==> config.mk <==
export PLATFORM = sky130hd
export DESIGN_NAME = game_tick_scheduler
export DESIGN_NICKNAME = d
export VERILOG_FILES = /design/src/rtl/game_tick_scheduler.sv
export SDC_FILE = /design/constraint.sdc
export NUM_CORES = 1
export LEC_CHECK = 0
export ABC_AREA = 1
export ABC_CLOCK_PERIOD_IN_PS = 4600
export CORE_UTILIZATION = 55
export CTS_CLUSTER_SIZE = 30
export DETAILED_ROUTE_END_ITERATION = 7
export PLACE_DENSITY = 0.84
export SYNTH_ARGS = -nofsm -noshare
export SYNTH_HDL_FRONTEND = slang
export SYNTH_SLANG_ARGS = --single-unit
==> constraint.sdc <==
create_clock -name clk -period 4.6 [get_ports clk]
set_clock_uncertainty 0.1 [all_clocks]
set_input_delay 0.92 -clock clk [delete_from_list [all_inputs] [get_ports clk]]
set_output_delay 0.92 -clock clk [all_outputs]
set_load 0.03 [all_outputs]
==> src/rtl/game_tick_scheduler.sv <==
// Turns prescaled game ticks into queued step requests served over a four-phase
// req/ack handshake. Also counts completed frames and flags dropped steps.
module game_tick_scheduler #(
   parameter int SUBDIV      = 10,
   parameter int MAX_PENDING = 3,
   parameter int FRAME_W     = 16
) (
   input  logic               clk,
   input  logic               rst,
   input  logic               tick_in,
   input  logic               pause,
   input  logic               step_ack,
   input  logic               clear_overrun,
   output logic               step_req,
   output logic [FRAME_W-1:0] frame_count,
   output logic [3:0]         pending,
   output logic               overrun
);

   localparam int            PW         = (SUBDIV > 1) ? $clog2(SUBDIV) : 1;
   localparam logic [PW-1:0] PRESC_LAST = PW'(SUBDIV - 1);
   localparam logic [3:0]    PEND_MAX   = 4'(MAX_PENDING);

   typedef enum logic [1:0] {
      IDLE = 2'd0,
      REQ  = 2'd1,
      ACKD = 2'd2
   } state_t;

   state_t             state_reg, state_next;
   logic [PW-1:0]      presc_reg, presc_next;
   logic [3:0]         pending_reg, pending_next;
   logic [FRAME_W-1:0] frame_reg, frame_next;
   logic               overrun_reg, overrun_next;
   logic               step_req_reg, step_req_next;
   logic               step_event;
   logic               ack_capture;
   logic               overrun_set;

   // Prescaler: paused ticks are simply lost, never replayed.
   always_comb begin
      presc_next = presc_reg;
      step_event = 1'b0;
      if (tick_in && !pause) begin
         if (presc_reg == PRESC_LAST) begin
            presc_next = '0;
            step_event = 1'b1;
         end else begin
            presc_next = presc_reg + 1'b1;
         end
      end
   end

   always_comb begin
      state_next  = state_reg;
      ack_capture = 1'b0;
      case (state_reg)
         IDLE: begin
            if (pending_reg != 4'd0) state_next = REQ;
         end
         REQ: begin
            if (step_ack) begin
               state_next  = ACKD;
               ack_capture = 1'b1;
            end
         end
         ACKD: begin
            if (!step_ack) state_next = IDLE;
         end
         default: state_next = IDLE;
      endcase
      step_req_next = (state_next == REQ);
   end

   // A simultaneous event and ack cancel out, so a full queue cannot overrun then.
   always_comb begin
      pending_next = pending_reg;
      overrun_set  = 1'b0;
      if (step_event && !ack_capture) begin
         if (pending_reg < PEND_MAX) pending_next = pending_reg + 1'b1;
         else                        overrun_set  = 1'b1;
      end else if (ack_capture && !step_event) begin
         pending_next = pending_reg - 1'b1;
      end
      overrun_next = overrun_set ? 1'b1 : (clear_overrun ? 1'b0 : overrun_reg);
      frame_next   = ack_capture ? frame_reg + 1'b1 : frame_reg;
   end

   always_ff @(posedge clk or negedge rst) begin
      if (!rst) begin
         state_reg    <= IDLE;
         presc_reg    <= '0;
         pending_reg  <= 4'd0;
         frame_reg    <= '0;
         overrun_reg  <= 1'b0;
         step_req_reg <= 1'b0;
      end else begin
         state_reg    <= state_next;
         presc_reg    <= presc_next;
         pending_reg  <= pending_next;
         frame_reg    <= frame_next;
         overrun_reg  <= overrun_next;
         step_req_reg <= step_req_next;
      end
   end

   assign step_req    = step_req_reg;
   assign frame_count = frame_reg;
   assign pending     = pending_reg;
   assign overrun     = overrun_reg;

endmodule
==> run_results.csv <==
group,metric,value,unit
run_status,status,"finished, final reports clean",
synth,ys_seq_area_frac,0.482,
clock_network,ctsRootBufferMaster,"clkbuf_4",
timing,hold_viol,0,
power_and_ir_drop,power.leakage,0.885,nW
timing,final-setup-viol-count,0,
synth,synth_edf_count,0,
layout,seqCellArea,701,um^2
grt,grt_start_max_net_pins,20,
synth,synth_seq_cells,28,
worst_setup_path,crit_fanout,9,
routing,route.detailed.drc,0,
clock_network,cts_tree,"yes",
power_and_ir_drop,vdd_drop_max,0.542,mV
floorplan,start_util,0.586,
routing,vias_per_cell,5.18,
clock_network,cts_resized,0,
timing,hold_slack,407,ps
placement,dp_slack,1570,ps
worst_setup_path,cp-end-kind,"register",
synth,netlist_area,0.00145,mm^2
synth,syn_nets,170,
synth,yosysMostFrequentCell,"nand2_1",
grt,grt_first_pass_wirelength,4.73,mm
floorplan,dieArea,0.00285,mm^2
synth,synth_top_cells_by_count,"nand2_1 (39), dfrtp_1 (28), inv_1 (21)",
job,max_cap_violations,0,
timing,slew_headroom,0.435,
grt,grt_usage,0.233,
grt,grt_pass1_vias,1125,
worst_setup_path,critical_path_class,"in2reg",
clock_network,insertion_delay,340,ps
layout,synthToLayoutAreaGrowth,25.3,%
clock_network,h-tree-depth,1,
layout,largest_reg_flops,16,
clock_network,clkSinkCount,28,
worst_setup_path,critical_path_required,4740,ps
timing,rsz0062_at_grt,"false",
worst_setup_path,regToRegSetupSlack,2510,ps
routing,drt-total-wl,2.88,mm
routing,firstDrtPassIters,4,
clock_network,post_cts_buffers,0,
clock_network,clkTransAtPathRegs,160,ps
synth,ys_types,23,
timing,drv_slew,0,
worst_setup_path,startpoint_type,"input port",
power_and_ir_drop,pwr_density_cell,537,mW/mm^2
routing,post_drt_wl_per_cell,13.0,um
timing,min_period,2690,ps
timing,tightest_slew,844,ps
floorplan,rows,18,
routing,via_count,1150,
clock_network,cts_buffer_depth,2,
synth,yosysWarningCount,0,
placement,gp_congestion,0.874,
synth,yosys.area.top_type,"dfrtp_1",
synth,postSynthAreaPerCell,9.08,um^2
floorplan,core-area,0.00248,mm^2
timing,fmax,371,MHz
grt,grt.overflow.total,0,
floorplan,die_h,53.4,um
placement,post_dp_cell_area,0.00177,mm^2
clock_network,cts_buffers,3,
placement,portBuffers,27,
min_path,hold_class,"reg2reg",
timing,fin_ws,1910,ps
placement,dp_hpwl,2.22,mm
placement,dp.cells,218,
synth,synth_ff_type,"dfrtp_1",
timing,setup_tns,0,ps
timing,timing.final.crit_share,0.585,
layout,multi_input_area,668,um^2
routing,drtIter0Drc,35,
synth,synth_area_leaders,"dfrtp_1 (48%), nand2_1 (10%), inv_1 (5.4%), xor2_1 (4.2%), nand3_1 (3.8%)",
layout,drive_gt1_frac,0.0938,
grt,antenna_found_initial,0,
layout,fin_nets,203,
layout,n_antenna_cell,0,
synth,synth_top_area_share,0.482,
synth,synthArstFlopShare,1.00,
synth,syn_inst,160,
worst_setup_path,critPathArrivalTime,2830,ps
clock_network,cts_hold_buf,0,
routing,postRouteAntennaNets,0,
layout,fillCellCount,179,
floorplan,top_level_ports,28,
floorplan,fp.dieW,53.4,um
layout,fin_area,0.00182,mm^2
layout,final_cell_count_no_fill,222,
## report_power, final
part           total, mW  switching (mW)  internal [mW]  leakage (nW)
registers          0.401          0.0847          0.316         0.351
clock network      0.163          0.0748         0.0882        0.0279
logic              0.413           0.247          0.166         0.506
total              0.977           0.407          0.570         0.885
## routing by layer
metal	wire (um)	up-vias	track usage	share of wire
met4	73	0	0.123	0.025
met5	0	-	0	0
li1	-	566	-	-
met3	64	8	0.0259	0.022
met2	1550	20	0.421	0.54
met1	1190	556	0.265	0.41
## final timing paths
| kind | start | to | depth (start not counted) |
|---|---|---|---|
| min in group asynchronous | rst | frame_count[3] | 1 |
| setup / recovery | tick_in | pending[3] | 15 |
| hold reg to reg | state_reg[1] | state_reg[1] | 1 |
| max in group asynchronous | rst | presc_reg[2] | 2 |
| hold / removal | state_reg[1] | state_reg[1] | 1 |
| setup reg to reg | presc_reg[2] | pending[3] | 15 |
## placed cells by master (no fill, tap or decap), types with 2 or more instances in the layout
cell,count
nand2_1,39
dfrtp_1,28
clkdlybuf4s50_1,27
inv_1,21
nor2_1,12
nand3_1,11
o21ai_0,8
xor2_1,7
xnor2_1,6
nor2_4,4
a21oi_1,4
nor3_1,3
ha_1,3
clkbuf_4,3
nand3_2,2
nand4_1,2
nand2_4,2
## through the flow
| step | util | power, mW |
|---|---|---|
| global placement | 0.714 | 0.793 |
| floorplan | - | 0.662 |
| finish | 0.735 | 0.977 |
| detailed placement | 0.714 | 0.818 |
| global route | 0.735 | 1.04 |
| CTS | 0.735 | 0.982 |
## final cells by class
type | instances | area share
timing repair buffer | 28 | 0.153
inverter | 22 | 0.0460
multi-input combinational | 110 | 0.367
clock inverter | 1 | 0.0165
sequential | 28 | 0.385
tap | 30 | 0.0206
clock buffer | 3 | 0.0124
## kinds of logic (layout without fill, tap and decap cells)
group                      count (synthesis)  after routing  synth area share
AOI/OAI and AO/OA                         14             14            0.0517
DFF                                       28             28             0.482
xor gates and xnor gates                  14             14            0.0896
buffers and inverters                     22             54            0.0577
and+or+nand+nor                           78             78             0.279
adders and majority gates                  4              4            0.0396
## worst max-delay path, stage by stage
cell,delay [ps]
clkdlybuf4s50_1,450
inv_1,60
nor2_4,190
nand3_2,180
ha_1,360
nand2_1,70
nand2_1,50
nor2_1,150
inv_1,60
nand2_1,70
nand2_1,50
inv_1,60
nand2_1,50
nand2_1,60
nand2_1,50
Note: power is estimated with default switching activity, not from simulation.
